[src/rtl/pc_fetch_unit_if.sv]
// ---------------------------------------------------------------------------
// pc_fetch_unit_if
// Bundles the control inputs and status outputs of the PC fetch stage.
//   Control (master -> slave): stall, halt_req, branch_taken, branch_imm,
//                              jump, jump_addr
//   Status  (slave -> master): pcread, pc_plus4, fetch_valid, halted,
//                              misalign, instr_count
// The fetch unit connects through the slave modport. The controlling
// datapath or bench connects through the master modport.
// ---------------------------------------------------------------------------
interface pc_fetch_unit_if;
    logic        stall;
    logic        halt_req;
    logic        branch_taken;
    logic [15:0] branch_imm;
    logic        jump;
    logic [25:0] jump_addr;
    logic [31:0] pcread;
    logic [31:0] pc_plus4;
    logic        fetch_valid;
    logic        halted;
    logic        misalign;
    logic [31:0] instr_count;

    modport master (
        output stall, halt_req, branch_taken, branch_imm, jump, jump_addr,
        input  pcread, pc_plus4, fetch_valid, halted, misalign, instr_count
    );

    modport slave (
        input  stall, halt_req, branch_taken, branch_imm, jump, jump_addr,
        output pcread, pc_plus4, fetch_valid, halted, misalign, instr_count
    );
endinterface

[src/rtl/pc_fetch_unit.sv]
// ---------------------------------------------------------------------------
// pc_fetch_unit
// Program-counter stage in front of the instruction memory. It holds the PC
// and selects the next PC from four sources: hold, sequential, branch or
// jump. It also runs a BOOT -> RUN -> HALT sequence, so fetching stops once
// the PC leaves the loaded program.
//
// Ports:
//   clk    - system clock. All state changes on its rising edge.
//   reset  - asynchronous, active-high reset.
//   bus    - pc_fetch_unit_if.slave:
//              stall, halt_req, branch_taken, branch_imm[15:0],
//              jump, jump_addr[25:0]                        (inputs)
//              pcread[31:0], pc_plus4[31:0], fetch_valid,
//              halted, misalign, instr_count[31:0]          (outputs)
//
// Build option:
//   PC_FETCH_PERF_EN - when defined, instr_count counts the RUN edges that
//                      advance the PC. When undefined, instr_count is
//                      tied to zero.
// ---------------------------------------------------------------------------
module pc_fetch_unit #(
    parameter logic [31:0] RESET_PC = 32'h0000_0000,
    parameter logic [31:0] PC_LIMIT = 32'd64
) (
    input  logic            clk,
    input  logic            reset,
    pc_fetch_unit_if.slave  bus
);

    localparam logic [1:0] ST_BOOT = 2'd0;
    localparam logic [1:0] ST_RUN  = 2'd1;
    localparam logic [1:0] ST_HALT = 2'd2;

    logic [1:0]  state_reg, state_next;
    logic [31:0] pc_reg, pc_next;
    logic        misalign_reg, misalign_next;

    logic [31:0] pc_plus4_w;
    logic [31:0] branch_off;
    logic [31:0] target_raw;
    logic [31:0] target;
    logic        redirect;
    logic        target_misaligned;

    assign pc_plus4_w = pc_reg + 32'd4;
    // The offset is counted in words: sign-extend it, then shift it into bytes.
    assign branch_off = {{14{bus.branch_imm[15]}}, bus.branch_imm, 2'b00};

    // Select the candidate next PC. Jump has priority over branch.
    always_comb begin
        redirect   = 1'b0;
        target_raw = pc_plus4_w;
        if (bus.jump) begin
            redirect   = 1'b1;
            target_raw = {pc_plus4_w[31:28], bus.jump_addr, 2'b00};
        end else if (bus.branch_taken) begin
            redirect   = 1'b1;
            target_raw = pc_plus4_w + branch_off;
        end
    end

    // Only redirect targets are forced to word alignment.
    // The sequential path keeps the alignment of RESET_PC.
    assign target_misaligned = redirect && (target_raw[1:0] != 2'b00);
    assign target = target_misaligned ? {target_raw[31:2], 2'b00} : target_raw;

    always_comb begin
        state_next    = state_reg;
        pc_next       = pc_reg;
        misalign_next = misalign_reg;
        case (state_reg)
            ST_BOOT: state_next = ST_RUN;
            ST_RUN: begin
                if (bus.halt_req) begin
                    state_next = ST_HALT;
                end else if (!bus.stall) begin
                    pc_next = target;
                    if (target_misaligned) begin
                        misalign_next = 1'b1;
                    end
                    // The PC still takes the out-of-range value, so it shows
                    // where the fetch went before the unit stopped.
                    if (target >= PC_LIMIT) begin
                        state_next = ST_HALT;
                    end
                end
            end
            ST_HALT: state_next = ST_HALT;
            default: state_next = ST_BOOT;
        endcase
    end

    always_ff @(posedge clk or posedge reset) begin
        if (reset) begin
            state_reg    <= ST_BOOT;
            pc_reg       <= RESET_PC;
            misalign_reg <= 1'b0;
        end else begin
            state_reg    <= state_next;
            pc_reg       <= pc_next;
            misalign_reg <= misalign_next;
        end
    end

`ifdef PC_FETCH_PERF_EN
    logic [31:0] count_reg;
    logic        count_en;

    assign count_en = (state_reg == ST_RUN) && !bus.halt_req && !bus.stall;

    always_ff @(posedge clk or posedge reset) begin
        if (reset) begin
            count_reg <= 32'h0;
        end else if (count_en) begin
            count_reg <= count_reg + 32'd1;
        end
    end

    assign bus.instr_count = count_reg;
`else
    assign bus.instr_count = 32'h0;
`endif

    assign bus.pcread      = pc_reg;
    assign bus.pc_plus4    = pc_plus4_w;
    assign bus.fetch_valid = (state_reg == ST_RUN);
    assign bus.halted      = (state_reg == ST_HALT);
    assign bus.misalign    = misalign_reg;

endmodule

[src/flat_wrapper.sv]
// flat-port wrapper written by rule: the top's interface ports become plain ports
module pc_fetch_unit_flat 
#(
    parameter logic [31:0] RESET_PC = 32'h0000_0000,
    parameter logic [31:0] PC_LIMIT = 32'd64
)
  (clk, reset, bus_stall, bus_halt_req, bus_branch_taken, bus_branch_imm, bus_jump, bus_jump_addr, bus_pcread, bus_pc_plus4, bus_fetch_valid, bus_halted, bus_misalign, bus_instr_count);
  pc_fetch_unit_if bus_i ();
  input  logic clk;
  input  logic reset;
  input wire logic [$bits(bus_i.stall)-1:0] bus_stall;
  input wire logic [$bits(bus_i.halt_req)-1:0] bus_halt_req;
  input wire logic [$bits(bus_i.branch_taken)-1:0] bus_branch_taken;
  input wire logic [$bits(bus_i.branch_imm)-1:0] bus_branch_imm;
  input wire logic [$bits(bus_i.jump)-1:0] bus_jump;
  input wire logic [$bits(bus_i.jump_addr)-1:0] bus_jump_addr;
  output wire logic [$bits(bus_i.pcread)-1:0] bus_pcread;
  output wire logic [$bits(bus_i.pc_plus4)-1:0] bus_pc_plus4;
  output wire logic [$bits(bus_i.fetch_valid)-1:0] bus_fetch_valid;
  output wire logic [$bits(bus_i.halted)-1:0] bus_halted;
  output wire logic [$bits(bus_i.misalign)-1:0] bus_misalign;
  output wire logic [$bits(bus_i.instr_count)-1:0] bus_instr_count;
  assign bus_i.stall = bus_stall;
  assign bus_i.halt_req = bus_halt_req;
  assign bus_i.branch_taken = bus_branch_taken;
  assign bus_i.branch_imm = bus_branch_imm;
  assign bus_i.jump = bus_jump;
  assign bus_i.jump_addr = bus_jump_addr;
  assign bus_pcread = bus_i.pcread;
  assign bus_pc_plus4 = bus_i.pc_plus4;
  assign bus_fetch_valid = bus_i.fetch_valid;
  assign bus_halted = bus_i.halted;
  assign bus_misalign = bus_i.misalign;
  assign bus_instr_count = bus_i.instr_count;
  pc_fetch_unit #(.RESET_PC(RESET_PC), .PC_LIMIT(PC_LIMIT)) u_core (.clk(clk), .reset(reset), .bus(bus_i));
endmodule
[config.mk]
export PLATFORM = sky130hd
export DESIGN_NAME = pc_fetch_unit_flat
export DESIGN_NICKNAME = d
export VERILOG_FILES = /design/src/rtl/pc_fetch_unit_if.sv /design/src/rtl/pc_fetch_unit.sv /design/src/flat_wrapper.sv
export SDC_FILE = /design/constraint.sdc
export NUM_CORES = 1
export LEC_CHECK = 0
export CORE_MARGIN = 2
export CORE_UTILIZATION = 45
export CTS_BUF_LIST = sky130_fd_sc_hd__clkbuf_2
export CTS_CLUSTER_SIZE = 40
export DETAILED_ROUTE_END_ITERATION = 6
export GPL_TIMING_DRIVEN = 0
export PLACE_DENSITY_LB_ADDON = 0.05
export SLEW_MARGIN = 20
export SYNTH_ARGS = -nofsm -noshare
export SYNTH_HDL_FRONTEND = slang
export SYNTH_SLANG_ARGS = --single-unit
export TNS_END_PERCENT = 5
[constraint.sdc]
create_clock -name clk -period 4.4 [get_ports clk]
set_clock_uncertainty 0.15 [all_clocks]
set_input_delay 1.32 -clock clk [delete_from_list [all_inputs] [get_ports clk]]
set_output_delay 1.32 -clock clk [all_outputs]
set_load 0.01 [all_outputs]
======== Yosys cells after proc, flatten, opt, wreduce, memory -nomap -nowiden ========
Cells that the tools add are included.
cells by class
  add/sub/neg operators ................... 2
  multipliers ............................. 0
  divide/modulo/power cells ............... 0
  order comparisons ....................... 1
  eq/ne operators ......................... 4
  shift-type cells ........................ 0
  multiplexer cells ....................... 9
  bitwise gates (word level) .............. 2
  reduce and logical (&&, ||, !) cells .... 6
operators with widths
  kind                     count
  $mux W32                 2
  $add A32 B3 Y32 const B  1
  $add A32 B32 Y32         1
  $ge A32 B7 Y1 const B    1
  $mux W2                  4
  $pmux W2 S3              1
  $reduce_and A4 Y1        1
  $ne A3 B2 Y1 const B     1
  $ne A3 B3 Y1 const B     1
  $reduce_and A3 Y1        1
  $eq A2 B1 Y1 const B     1
  $eq A2 B2 Y1 const B     1
  $logic_not A2 Y1         1
  $mux W1                  2
  $not A1 Y1               2
  $reduce_and A2 Y1        1
  $reduce_bool A2 Y1       1
  $logic_and A1 B1 Y1      1
storage, ports and cells
  bits in registers ....................... 35
  bits in latches ......................... 0
  memory bits (writable) .................. 0
  bits in read-only memories .............. 0
  bits of input ports ..................... 48
  output and inout bits ................... 99
  logic and storage cells ................. 27
  memories ................................ 0

======== Depth between registers and ports, before layout ========
  depth in word-level cells ............... 12
  mapped depth ............................ 17
  depth with buffers taken out ............ 16

======== Worst setup path after synthesis ========
OpenSTA, ideal clock, no wires.
  kind .................................... input port to flip-flop
  from .................................... in bus_branch_imm[0]
  to ...................................... reg u_core.state_reg[0]
  setup time .............................. 0.128 ns
  arrival ................................. 4.420 ns
  required time ........................... 4.122 ns
  slack ................................... -0.298 ns
  cell stages on the path ................. 12
  path buffers ............................ 0
  path through ............................ ha_1 > fa_1 > a21o_1 > a221oi_4 > nor3_4 > or4_1 > and3_4 > nor3_2 > or4b_1 > nor4_1 > a32oi_1 > mux2_1
between the ends
  cells in the longest elaborated chain, start to end .. 6
RTL lines
  what                                line                  text
  start: declaration                  flat_wrapper.sv:14    input wire logic [$bits(bus_i.branch_imm)-1:0] bus_branch_imm;
  $add A32 B32 Y32                    pc_fetch_unit.sv:59   target_raw = pc_plus4_w + branch_off;
  $mux W32                            pc_fetch_unit.sv:57   end else if (bus.branch_taken) begin
  $mux W32                            pc_fetch_unit.sv:54   if (bus.jump) begin
  $ge A32 B7 Y1                       pc_fetch_unit.sv:84   if (target >= PC_LIMIT) begin
  $ne A3 B2 Y1 (no source line)       -
  $reduce_and A2 Y1 (no source line)  -
  end signal: assignment              pc_fetch_unit.sv:100  state_reg <= state_next;
  end: declaration                    pc_fetch_unit.sv:35   logic [1:0] state_reg, state_next;
No other way between the ends.
A chain may end at the register's enable or synchronous reset.

======== Worst setup path after layout ========
  from .................................... reg u_core.pc_reg[13] (netlist: u_core.bus.pcread[13])
  to ...................................... reg u_core.state_reg[0]
between the ends
  cells in the longest elaborated chain, start to end .. 7
RTL lines
  what                                    line                  text
  start: declaration                      pc_fetch_unit.sv:36   logic [31:0] pc_reg, pc_next;
  start signal: assignment                pc_fetch_unit.sv:101  pc_reg <= pc_next;
  $add A32 B3 Y32 (*)                     pc_fetch_unit.sv:46   assign pc_plus4_w = pc_reg + 32'd4;
  $add A32 B32 Y32                        pc_fetch_unit.sv:59
  $mux W32                                pc_fetch_unit.sv:57
  $mux W32 (*)                            pc_fetch_unit.sv:54
  $ge A32 B7 Y1 (*)                       pc_fetch_unit.sv:84
  $ne A3 B2 Y1 (no source line) (*)       -
  $reduce_and A2 Y1 (no source line) (*)  -
Mark *: on every way between the ends. The rest lies on a longest branch, timed or not.

==> results.md <==
* Tightest Pin Transition at 0.845 ns
* Synth Instances at 659
* Most common cell in the netlist: nand2_1
* Total number of vias at 6,173
* Ports at 147
* Final setup vio count at 3
* Final Max Tran Viols at 0
* Post-DRT Antenna Nets at 0
* Synth Flop Type: dfrtp_1
* Die X at 108 um
* Final Util at 71.6%
* CORE AREA at 0.0104 mm2
* Design Area, Final at 0.00742 mm2
* Outcome: finished, violations left
* First-pass GRT wire length at 30,900 um
* Final WS setup at -0.328 ns
* Initial core utilization at 46.5%
* RSZ-0062 raised after global routing: true
* Fmax at 211 MHz
* Reg-to-reg startpoint: u_core.bus.pcread[13]$_DFFE_PP0P_
* Synth area leaders: dfrtp_1 18%, ha_1 8.6%, nand2_1 6.6%
* Synth cell types at 73
* WL final at 20,800 um
* Startpoint types: flip-flop
* Peak VDD IR at 445 uV
* Hold Crit Start: u_core.bus.misalign$_DFFE_PP0P_
* Netlist Area Pre-Place at 0.00483 mm2
* Initial DRC count at 583
* Critical path type: reg -> reg
* N_diodes at 0
* Drt drc at 0
* Area Growth Syn to Fin at 53.7%
* CP Capture Type: flip-flop
* Sequential element share of the synthesized area at 18.1%
* Share of cells above drive strength 1 at 27.6%
* Reg clk slew, reported paths at 0.23 ns
* Rows at 37
* Worst Hold Class: reg -> reg
* Worst-Skew Late Latency at 0.42 ns
* CTS tree: yes
* Syn Area/Cell at 7.32 um2
* Leak at 3.17 nW
* Largest register FFs at 32
* WHS Endpoint: u_core.bus.misalign$_DFFE_PP0P_
* Vias in the first global route at 5,786
* Die Area at 0.0116 mm2
* Total gr overflow at 0
* Max Cap Viol at 0
* Fin crit share at 107%
* RR Endpoint: u_core.state_reg[0]$_DFFE_PP0P_
* Final hold slack at 0.355 ns
* Violated checks: setup timing
* Synth Warn # at 0
* FF+latch count, synth at 35
* Top-area cell type share of the netlist area at 18.1%
* Asr flop ratio synth at 100%
* Root Driver: clkbuf_2
* Initial antenna violation count at 0
* DRT Pass-1 Iters at 5
* Routed length per instance at 20.9 um
* Largest net degree at the start of global routing at 36
* Via density at 6.23
* Minimum clock period at 4.73 ns
* Critical Path Source: u_core.bus.pcread[13]$_DFFE_PP0P_
* Reg-to-reg slack, setup at -0.33 ns
* Quantity of I/O buffers inserted on ports at 113
* Placed inst area at 0.00627 mm2
* CP Data Required Time at 4.55 ns
* PD cells at 655 mW/mm2
* CTS Buf Count at 5
* Final nets at 936
* Worst-case clock buffer depth at 2
* Worst slew margin at 43.7%
* Global Route Usage Sum at 34.4%
* GPL Wtd Cong at 0.902
* Post-synth EDFFs at 0
* Final Hold Viols at 0
* Final HPWL DP at 15,200 um
* Hold depth at 1
* CP max FO at 10
* Commonest cells in the netlist: 85 x nand2_1, 46 x nor2_1, 42 x a21oi_1, 42 x o21ai_0, 35 x dfrtp_1
* Worst Path Arrival at 4.87 ns
* CTS HTree Levels at 2
* R2r worst-path depth at 17
* Die Y at 108 um
* Num Clock Sinks at 35
* Area leader, netlist: dfrtp_1
[what timing repair did]
action,in CTS,in global routing
hold buffers,0,0
gates resized for setup,112,46
buffers inserted,48,9
setup endpoints to repair,26,11
pin swaps,36,23
[layout by cell type (no fill, tap or decap), drive strengths merged, types with 6 or more instances in the layout]
master and n:
conb 32, nor2 46, nand2 85, and2 6, or3 6, nor4 8
clkdlybuf4s50 109, o31ai 9, o211ai 9, a21o 10, buf 97, ha 33
dfrtp 35, o21ai 43, mux2i 7, nand4 22, clkbuf 23, nor3 20
nand3 20, nand2b 6, a31oi 9, xnor2 22, and4 6, a211oi 13
o22ai 6, a21oi 42, xor2 12, inv 20, and3 15
[layout make-up]
type / count / area [um2]
multi-input combinational: 565 / 4300
fill: 822 / 2950
timing repair buffer: 170 / 1560
sequential: 35 / 896
buffer: 57 / 350
tap: 136 / 170
inverter: 20 / 75.1
clock inverter: 3 / 38.8
clock buffer: 5 / 25.0
[worst max-delay path: stages (launching register included)]
cell	delay, ns
dfrtp_2	0.43
nand4_1	0.15
buf_4	0.19
buf_4	0.13
nor4_4	0.27
buf_4	0.20
nand2_1	0.09
xnor2_2	0.19
ha_2	0.47
nand2_1	0.15
o21ai_1	0.37
a21oi_1	0.14
a221o_1	0.29
o311a_1	0.20
a211o_1	0.33
nor4_4	0.30
a32oi_2	0.20
mux2_4	0.34
[per-stage QoR]
step	setup TNS (ns)	total power, mW	setup slack, ns	cells
CTS	-0.666	4.51	-0.334	984
finish	-0.670	4.86	-0.328	991
global route	-1.04	5.13	-0.487	991
floorplan	-0.242	2.49	-0.121	690
detailed placement	-9.49	3.71	-1.91	939
global placement	-9.16	3.67	-1.94	939
[power by group]
group	leakage, nW	switching (mW)	internal, mW
Combinational	2.71	2.14	1.83
Sequential	0.422	0.216	0.474
Clock	0.0404	0.119	0.0935
Total	3.17	2.47	2.39
[routing by layer]
metal / GRT usage (%) / wire (um) / vias up
li1: - / - / 2777
met1: 46.5 / 8270 / 2931
met2: 56.2 / 9610 / 393
met3: 5.39 / 2120 / 72
met4: 11.1 / 749 / 0
met5: 0 / 0 / -
[worst max path at each step]
stage	end	depth (start not counted)
after floorplan	u_core.state_reg[0]$_DFFE_PP0P_	12
after global placement	u_core.state_reg[0]$_DFFE_PP0P_	13
after detailed placement	u_core.state_reg[1]$_DFFE_PP0P_	13
after CTS	u_core.state_reg[0]$_DFFE_PP0P_	16
after global routing	u_core.state_reg[1]$_DFFE_PP0P_	17
final	u_core.state_reg[0]$_DFFE_PP0P_	17
[cells by family after synthesis]
family	share of synthesized area, %
other	0.0777
DFF	18.1
adders and majority gates	8.97
and+or+nand+nor	26.6
muxes	2.62
buffers and inverters	9.69
xor gates and xnor gates	6.17
AOI/OAI and AO/OA	27.7
Power figures use the tool's default switching activity.
